## src/rtl/iir_2nd_inverse_serial_pkg.sv

```systemverilog
// iir_2nd_inverse_serial_pkg: FSM encoding, coefficient quantisation and shift-saturate helpers
package iir_2nd_inverse_serial_pkg;
  typedef logic [1:0] state_t;
  localparam state_t S_IDLE  = 2'd0;
  localparam state_t S_MAC   = 2'd1;
  localparam state_t S_SCALE = 2'd2;
  localparam state_t S_OUT   = 2'd3;
  // round-half-away quantisation of a real coefficient to w-bit Q(w-fw).fw, clamped
  function automatic logic signed [63:0] coef_q(input real c, input int w, input int fw);
    longint r, hi;
    r = longint'(c * real'(longint'(1) << fw));
    hi = (longint'(1) << (w - 1)) - 1;
    return (r > hi) ? hi : (r < -hi - 1) ? -hi - 1 : r;
  endfunction
  // arithmetic >>> fw (floor) then clamp to the signed w-bit range
  function automatic logic signed [63:0] sat_w(input logic signed [127:0] x, input int w, input int fw);
    logic signed [127:0] s, hi, lo;
    s = x >>> fw;
    hi = (128'sd1 <<< (w - 1)) - 128'sd1;
    lo = -(128'sd1 <<< (w - 1));
    return (s > hi) ? hi[63:0] : (s < lo) ? lo[63:0] : s[63:0];
  endfunction
endpackage

```

## src/rtl/iir_2nd_inverse_serial_if.sv

```systemverilog
// iir_2nd_inverse_serial_if: valid/ready sample streams into and out of the inverse biquad
interface iir_2nd_inverse_serial_if #(parameter int w = 32) ();
  logic in_valid, in_ready, out_valid, out_ready;
  logic signed [w-1:0] in_data, out_data;
  modport master (output in_valid, in_data, out_ready, input in_ready, out_valid, out_data);
  modport slave (input in_valid, in_data, out_ready, output in_ready, out_valid, out_data);
endinterface

```

## src/rtl/iir_2nd_inverse_serial_mul_sat.sv

```systemverilog
// iir_2nd_inverse_serial_mul_sat: shared w x w signed multiplier with full product and Q-scaled saturated result
module iir_2nd_inverse_serial_mul_sat
  import iir_2nd_inverse_serial_pkg::*;
#(
  parameter int w  = 32,
  parameter int FW = 16
) (
  input  logic signed [w-1:0]   a_i,
  input  logic signed [w-1:0]   b_i,
  output logic signed [2*w-1:0] prod_o,
  output logic signed [w-1:0]   sat_o
);
  assign prod_o = (2*w)'(a_i) * (2*w)'(b_i);
  assign sat_o = w'(sat_w({{(128-2*w){prod_o[2*w-1]}}, prod_o}, w, FW));
endmodule

```

## src/rtl/iir_2nd_inverse_serial.sv

```systemverilog
// iir_2nd_inverse_serial: inverse 2nd-order IIR, x = INV_N0*(y + D1*y1 + D2*y2 - N1*x1 - N2*x2),
// one shared multiplier stepped over IDLE, MAC x4, SCALE, OUT.
module iir_2nd_inverse_serial
  import iir_2nd_inverse_serial_pkg::*;
#(
  parameter int  w  = 32,
  parameter int  FW = 16,
  parameter real N0 = 1.0,
  parameter real N1 = 0.0,
  parameter real N2 = 0.0,
  parameter real D1 = 0.0,
  parameter real D2 = 0.0
) (
  input logic clk,
  input logic rst_n,
  iir_2nd_inverse_serial_if.slave bus
);
  localparam real INV_N0 = 1.0 / N0;
  localparam int  AW = 2 * w + 3;
  localparam logic signed [w-1:0] C_D1  = w'(coef_q(D1, w, FW));
  localparam logic signed [w-1:0] C_D2  = w'(coef_q(D2, w, FW));
  localparam logic signed [w-1:0] C_N1  = w'(coef_q(-N1, w, FW));
  localparam logic signed [w-1:0] C_N2  = w'(coef_q(-N2, w, FW));
  localparam logic signed [w-1:0] C_INV = w'(coef_q(INV_N0, w, FW));

  state_t state_q, state_d;
  logic [1:0] k_q, k_d;
  logic signed [AW-1:0] acc_q, acc_d;
  logic signed [w-1:0] y_q, y_d, y1_q, y1_d, y2_q, y2_d, x1_q, x1_d, x2_q, x2_d;
  logic signed [w-1:0] out_q, out_d, t, op_a, op_b, scaled;
  logic signed [2*w-1:0] prod;
  logic out_valid_q, out_valid_d;

  assign t = w'(sat_w({{(128-AW){acc_q[AW-1]}}, acc_q}, w, FW));
  // MAC walks the four history taps; every other state feeds the final 1/N0 scaling
  assign op_a = (state_q == S_MAC) ? ((k_q == 2'd0) ? C_D1 : (k_q == 2'd1) ? C_D2 :
                                      (k_q == 2'd2) ? C_N1 : C_N2) : C_INV;
  assign op_b = (state_q == S_MAC) ? ((k_q == 2'd0) ? y1_q : (k_q == 2'd1) ? y2_q :
                                      (k_q == 2'd2) ? x1_q : x2_q) : t;

  iir_2nd_inverse_serial_mul_sat #(.w(w), .FW(FW)) u_mul (
    .a_i   (op_a),
    .b_i   (op_b),
    .prod_o(prod),
    .sat_o (scaled)
  );

  assign bus.in_ready  = (state_q == S_IDLE);
  assign bus.out_valid = out_valid_q;
  assign bus.out_data  = out_q;

  always_comb begin
    state_d = state_q;
    k_d = k_q;
    acc_d = acc_q;
    y_d = y_q;
    y1_d = y1_q;
    y2_d = y2_q;
    x1_d = x1_q;
    x2_d = x2_q;
    out_d = out_q;
    out_valid_d = out_valid_q;
    case (state_q)
      S_IDLE: if (bus.in_valid) begin
        y_d = bus.in_data;
        acc_d = {{(AW-w){bus.in_data[w-1]}}, bus.in_data} <<< FW;
        k_d = 2'd0;
        state_d = S_MAC;
      end
      S_MAC: begin
        acc_d = acc_q + {{(AW-2*w){prod[2*w-1]}}, prod};
        k_d = k_q + 2'd1;
        state_d = (k_q == 2'd3) ? S_SCALE : S_MAC;
      end
      S_SCALE: begin
        out_d = scaled;
        out_valid_d = 1'b1;
        state_d = S_OUT;
      end
      // history advances only once the sample is delivered
      default: if (bus.out_ready) begin
        out_valid_d = 1'b0;
        y2_d = y1_q;
        y1_d = y_q;
        x2_d = x1_q;
        x1_d = out_q;
        state_d = S_IDLE;
      end
    endcase
  end

  always_ff @(posedge clk) begin
    if (!rst_n) begin
      state_q <= S_IDLE;
      k_q <= '0;
      acc_q <= '0;
      y_q <= '0;
      y1_q <= '0;
      y2_q <= '0;
      x1_q <= '0;
      x2_q <= '0;
      out_q <= '0;
      out_valid_q <= 1'b0;
    end else begin
      state_q <= state_d;
      k_q <= k_d;
      acc_q <= acc_d;
      y_q <= y_d;
      y1_q <= y1_d;
      y2_q <= y2_d;
      x1_q <= x1_d;
      x2_q <= x2_d;
      out_q <= out_d;
      out_valid_q <= out_valid_d;
    end
  end
endmodule

```

## src/flat_wrapper.sv

```systemverilog
// flat-port wrapper written by rule: the top's interface ports become plain ports
module iir_2nd_inverse_serial_flat import iir_2nd_inverse_serial_pkg::*;
#(
  parameter int  w  = 32,
  parameter int  FW = 16,
  parameter real N0 = 1.0,
  parameter real N1 = 0.0,
  parameter real N2 = 0.0,
  parameter real D1 = 0.0,
  parameter real D2 = 0.0
)
  (clk, rst_n, bus_in_valid, bus_in_data, bus_out_ready, bus_in_ready, bus_out_valid, bus_out_data);
  iir_2nd_inverse_serial_if #(.w(w)) bus_i ();
  input logic clk;
  input logic rst_n;
  input wire logic [$bits(bus_i.in_valid)-1:0] bus_in_valid;
  input wire logic [$bits(bus_i.in_data)-1:0] bus_in_data;
  input wire logic [$bits(bus_i.out_ready)-1:0] bus_out_ready;
  output wire logic [$bits(bus_i.in_ready)-1:0] bus_in_ready;
  output wire logic [$bits(bus_i.out_valid)-1:0] bus_out_valid;
  output wire logic [$bits(bus_i.out_data)-1:0] bus_out_data;
  assign bus_i.in_valid = bus_in_valid;
  assign bus_i.in_data = bus_in_data;
  assign bus_i.out_ready = bus_out_ready;
  assign bus_in_ready = bus_i.in_ready;
  assign bus_out_valid = bus_i.out_valid;
  assign bus_out_data = bus_i.out_data;
  iir_2nd_inverse_serial #(.w(w), .FW(FW), .N0(N0), .N1(N1), .N2(N2), .D1(D1), .D2(D2)) u_core (.clk(clk), .rst_n(rst_n), .bus(bus_i));
endmodule
```

## config.mk

```make
export PLATFORM = sky130hd
export DESIGN_NAME = iir_2nd_inverse_serial_flat
export DESIGN_NICKNAME = d
export VERILOG_FILES = /design/src/rtl/iir_2nd_inverse_serial_pkg.sv /design/src/rtl/iir_2nd_inverse_serial_if.sv /design/src/rtl/iir_2nd_inverse_serial_mul_sat.sv /design/src/rtl/iir_2nd_inverse_serial.sv /design/src/flat_wrapper.sv
export SDC_FILE = /design/constraint.sdc
export NUM_CORES = 1
export LEC_CHECK = 0
export ABC_CLOCK_PERIOD_IN_PS = 4180
export CAP_MARGIN = 20
export CORE_MARGIN = 2
export CORE_UTILIZATION = 35
export DETAILED_ROUTE_END_ITERATION = 6
export SYNTH_ARGS = -nofsm -noshare
export SYNTH_HDL_FRONTEND = slang
export SYNTH_SLANG_ARGS = --single-unit
```

## constraint.sdc

```tcl
create_clock -name clk -period 4.18 [get_ports clk]
set_input_delay 0.836 -clock clk [delete_from_list [all_inputs] [get_ports clk]]
set_output_delay 0.836 -clock clk [all_outputs]
set_load 0.01 [all_outputs]
```

# After elaboration in Yosys (flattened, before gate mapping)
# Cells that the tools add are included.
dict set report classes {
  bitwise 2
  n_reduce_logical 12
  mux 19
  multipliers 1
  n_eq_ne 6
  addsub 2
  n_lt_le_gt_ge 4
}
# op count
set op_table {}
lappend op_table {{32-bit two-way mux} 8}
lappend op_table {{67-bit one-hot mux with 2 select lines} 1}
lappend op_table {{67-bit adder} 1}
lappend op_table {{67-bit two-way mux} 1}
lappend op_table {{51-bit by 32-bit > comparator with 1-bit output, second input constant} 1}
lappend op_table {{51-bit by 32-bit < comparator with 1-bit output, second input constant} 1}
lappend op_table {{18-bit by 32-bit multiplier with 50-bit output} 1}
lappend op_table {{48-bit by 32-bit > comparator with 1-bit output, second input constant} 1}
lappend op_table {{48-bit by 32-bit < comparator with 1-bit output, second input constant} 1}
lappend op_table {{17-bit two-way mux} 1}
lappend op_table {{2-bit AND reduction} 5}
lappend op_table {{2-bit two-way mux} 4}
lappend op_table {{2-bit equality test, second input constant} 3}
lappend op_table {{2-bit one-hot mux with 3 select lines} 1}
lappend op_table {{2-bit by 1-bit equality test with 1-bit output, second input constant} 2}
lappend op_table {{2-bit zero test} 2}
lappend op_table {{2-bit one-hot mux with 2 select lines} 1}
lappend op_table {{2-bit nonzero test} 2}
lappend op_table {{4-bit nonzero test} 1}
lappend op_table {{3-bit OR reduction} 1}
lappend op_table {{2-bit by 1-bit adder with 2-bit output, second input constant} 1}
lappend op_table {{2-bit != test, second input constant} 1}
lappend op_table {{1-bit NOT} 2}
lappend op_table {{1-bit one-hot mux with 2 select lines} 1}
lappend op_table {{other kinds (2)} 2}
dict set report totals {
  elab_cells 56
  regBits 264
  out_inout_bits 34
}

# Logic depth before layout (Yosys ltp)
dict set report depth {
  depth_word 9
  mapped_depth 21
  depth_no_buf 17
}

# Hierarchy
# Synthesis repeated with hierarchy kept, for this count alone.
dict set report hier_totals {
  cells_unflattened 5991
  hier_area_um2 51867.2
}
# mod area_per_inst_um2 cells_per_inst instances seq_area_each_um2
set by_module_without_submodules {}
lappend by_module_without_submodules {iir_2nd_inverse_serial_mul_sat 37043.0 3995 1 0.0}
lappend by_module_without_submodules {iir_2nd_inverse_serial 14824.2 1996 1 5285.1}

# Least setup slack after synthesis
# No wires, ideal clock.
dict set report synth_path {
  path_type {register to register}
  start {register u_core.acc_q[66]}
  end {register u_core.acc_q[55]}
  t_required_ps 4056
  period_less_slack_ps 4524
  setup_slack_ps -344
  t_arrival_ps 4399
  path_stages_with_launch 22
  cell_sequence {dfxtp_1 buf_2 nor4_1 and2_0 buf_2 a21oi_2 buf_2 buf_1 a21oi_1 nor2_1 ha_1 a21o_1 a21oi_1 o21ai_0 a21o_1 a221oi_4 o21ai_2 a221o_1 a311o_1 a221oi_4 xor2_1 o21ai_1}
}
dict set report synth_via {
  elab_chain_cells 7
}
# element line
set synth_rtl {}
lappend synth_rtl {{start, declared} iir_2nd_inverse_serial.sv:28} ;# logic signed [AW-1:0] acc_q, acc_d;
lappend synth_rtl {{start signal, assigned} iir_2nd_inverse_serial.sv:96} ;# acc_q <= '0;
lappend synth_rtl {{start signal, assigned} iir_2nd_inverse_serial.sv:107} ;# acc_q <= acc_d;
lappend synth_rtl {{51-bit by 32-bit < comparator with 1-bit output} iir_2nd_inverse_serial_pkg.sv:21} ;# return (s > hi) ? hi[63:0] : (s < lo) ? lo[63:0] : s[63:0];
lappend synth_rtl {{32-bit two-way mux} iir_2nd_inverse_serial_pkg.sv:21}
lappend synth_rtl {{32-bit two-way mux (*)} iir_2nd_inverse_serial_pkg.sv:21}
lappend synth_rtl {{32-bit two-way mux (*)} iir_2nd_inverse_serial.sv:38} ;# assign op_b = (state_q == S_MAC) ? ((k_q == 2'd0) ? y1_q : (k_q == 2'd1) ? y2_q :
lappend synth_rtl {{18-bit by 32-bit multiplier with 50-bit output (*)} iir_2nd_inverse_serial_mul_sat.sv:13} ;# assign prod_o = (2*w)'(a_i) * (2*w)'(b_i);
lappend synth_rtl {{67-bit adder (*)} iir_2nd_inverse_serial.sv:71} ;# acc_d = acc_q + {{(AW-2*w){prod[2*w-1]}}, prod};
lappend synth_rtl {{67-bit one-hot mux with 2 select lines (*)} iir_2nd_inverse_serial.sv:63} ;# case (state_q)
# Every way passes the cells marked *; elsewhere a longest branch is shown, timed or not.
# A chain may end at the register's enable or synchronous reset.

# Worst setup path after layout
dict set report layout_path {
  start {register u_core.acc_q[57]}
  end {register u_core.acc_q[55]}
}
# Same word-level chain as after synthesis.

==> impl_metrics.yaml <==
final_layout:
  nFillCells: 2027
  multi_input_area_um2: 4950
  antennaDiodeCount: 0
  final_cell_count_no_fill: 1303
  drive_gt1_share_pct: 15.6
  seq_area_um2: 1780
  fin_nets: 1102
  area_growth_pct: 24.9
  layout_common_cells: "a21oi_1, nor2_1, o21ai_0, nand2_1, buf_4"
  final_area_um2: 8750
  final_common_cell: "a21oi_1"
detailed_routing:
  drtAntennaViolNets: 0
  wl_um: 24400
  drtIter0Drc: 819
  vias: 7699
  wl_per_cell_um: 18.7
  first_pass_iters: 5
  drc: 0
  avgViaCountPerCell: 5.91
power_and_ir_drop:
  power_mw: 3.33
  pwr_density_cell_nw_per_um2: 381
  p_leak_nw: 3.60
  power.ir.vdd_worst_v: 0.000220
clocking:
  cts_sinks: 88
  clock_latency_ns: 0.36
  tritoncts: "built"
  numCtsBuffers: 9
  ctsHtreeMaxLevel: 3
  cts_root_buf: "clkbuf_16"
  clock_path_buffers: 2
  path_clk_slew_ns: 0.07
  cts_hold_buf: 0
worst_setup_path:
  crit_path_end_kind: "flip-flop"
  required_ns: 4.42
  slowest_stage: "a311o_1"
  start_kind: "flip-flop"
  path_max_fanout: 7
  crit_path_cell_trace: "nor4_4 -> and3_4 -> a21oi_4 -> a21oi_2 -> nor2_1 -> ha_1 -> a21o_1 -> a21oi_2 -> o21ai_1 -> a21o_1 -> a221oi_4 -> o21ai_2 -> a221o_1 -> a311o_1 -> a221oi_4 -> xor2_1 -> o21ai_1"
  path_class: "flip-flop to flip-flop"
  cp_slowest_stage_delay_ns: 0.42
  reg2reg_slack_ns: 0.07
  arrival_ns: 4.35
worst_hold_path:
  holdCritPathClass: "flip-flop to flip-flop"
die:
  die_w_um: 146
  core_region_area_um2: 19500
  die_y_um: 146
  dieArea_um2: 21200
  initial_utilization_pct: 35.9
  rows: 51
  io_pins: 70
timing:
  timing.hold.ws_ns: 0.485
  finClkSkew_ns: 0.0157
  setup_viol: 0
  final.min_clock_period_ns: 4.11
  worst-slew-pin-transition_ns: 0.925
  rsz0062_at_grt: "true"
  max_freq_mhz: 243
  finalMaxSlewViolations: 0
  slew_headroom_pct: 38.3
  hold_viol: 0
  period_share_pct: 98.3
synth:
  synth-seq-area-share_pct: 25.1
  synth_nets: 1035
  ys_async_sr_fraction_pct: 0
  netlist_area_um2: 7010
  synth_ff_type: "dfxtp_1"
  yosysWarningCount: 0
  synth_cell_type_count: 76
  synth_edf_count: 0
  yosys_register_bits: 88
  synth.avg_cell_area_um2: 7.25
  netlist_instances: 966
placement:
  dp_hpwl_um: 17600
  gp_congestion: 0.947
  port_buffers: 69
  place_area_um2: 8250
  place_inst: 1279
global_routing:
  grt_pass1_wl_um: 38700
  first_global_vias: 7016
  grt_overflow_total: 0
  grt_max_degree: 47
  antenna_found_initial: 0
  grt.total_usage_pct: 22.5
job:
  drv_cap: 0
run_status:
  status: "completed"
what timing repair did:
item / in CTS / in global routing
setup endpoints to repair: 7 / 15
gates cloned: 0 / 0
buffers inserted: 0 / 8
gates resized for setup: 7 / 35
pin swaps: 2 / 26
endpoints found under the hold margin: 0 / 0
state kept, by name, summed over array words and instances, names as in the netlist, named ones only:
register              cells
u_core.acc_q             50
u_core.bus.out_data      32
u_core.bus.out_valid      1
u_core.k_q                2
u_core.state_q            2
cells in the mapped netlist (all sizes together) (5+ instances only):
cell type  number  area [µm²]
xor2           11        96.3
nor2b          13        81.3
nand4          12        75.1
o221ai         10        87.6
o221a          11         124
xnor2          15         131
a21boi         15         113
buf            22         115
nand2          80         300
nand2b          8        50.1
nor4            8        50.1
nand3          25         125
dfxtp          88        1760
a211oi          5        37.5
o21bai         10        75.1
a31oi          12        75.1
o21a            7        52.6
o2bb2ai         5        43.8
a21o           21         158
o211a          18         180
nor2           97         364
nor3           18        90.1
inv            21        78.8
o21ai         101         521
a21oi         121         613
o31ai           7        66.3
a22oi           6        45.0
and2           13        81.3
ha             32         400
o22ai           5        45.0
a32oi           5        43.8
clkbuf         70         263
and3           12        75.1
layer usage:
metal  GRT usage [%]  wire [µm]  vias up
met5               0          0        -
met4            5.93        417        0
met3            4.11       1360       29
met2            33.9      10700      266
met1            32.8      11900     3687
li1                -          -     3717
cell type report:
cell class,instances,share of cell area (%)
Multi-Input combinational cell,765,56.5
Sequential cell,88,20.4
Timing Repair Buffer,148,14.8
Tap cell,265,3.79
Clock buffer,10,2.73
Inverter,21,0.901
Clock inverter,6,0.858
path summary, 6_finish.rpt:
kind,start,end,cells past startpoint
worst min register to register,u_core.bus.out_data[31]$_SDFFE_PN0P_,u_core.bus.out_data[31]$_SDFFE_PN0P_,2
worst max register to register,u_core.acc_q[57]$_SDFFE_PN0P_,u_core.acc_q[55]$_SDFFE_PN0P_,17
worst max-delay path,u_core.acc_q[57]$_SDFFE_PN0P_,u_core.acc_q[55]$_SDFFE_PN0P_,17
worst min-delay path,u_core.bus.out_data[31]$_SDFFE_PN0P_,u_core.bus.out_data[31]$_SDFFE_PN0P_,2
critical path, delay by kind of cell (launching register included):
kind,cells,cell delay (ns)
fa+ha+maj,1,0.30
flops,1,0.37
xor+xnor,1,0.18
compound gates,12,2.44
simple gates,3,0.66
through the flow:
| stage | setup TNS (ns) | util [%] | worst slack [ns] |
|---|---|---|---|
| 3_3_place_gp | -0.00117 | 42.2 | -0.00117 |
| 4_1_cts | 0 | 43.9 | 0.00483 |
| 6_report | 0 | 44.8 | 0.0710 |
| 2_1_floorplan | 0 | - | 0.0241 |
| 5_1_grt | -0.472 | 44.8 | -0.0946 |
| 3_5_place_dp | -0.120 | 42.2 | -0.0605 |
cells by family after synthesis:
logic type,share of synthesized area (%)
multiplexers,0.446
XOR/XNOR,3.25
adder cells (fa/ha/maj),6.00
AND/OR/NAND/NOR,19.7
AO/OA/AOI/OAI,38.9
buffers and inverters,6.52
flip-flops,25.1
power breakdown:
group	internal, mW	total, mW	switching [mW]	leakage (nW)
clock network	0.489	0.882	0.393	0.151
registers	0.914	1.05	0.134	0.727
logic	0.602	1.40	0.801	2.72
Note: power is estimated with default switching activity, not from simulation.
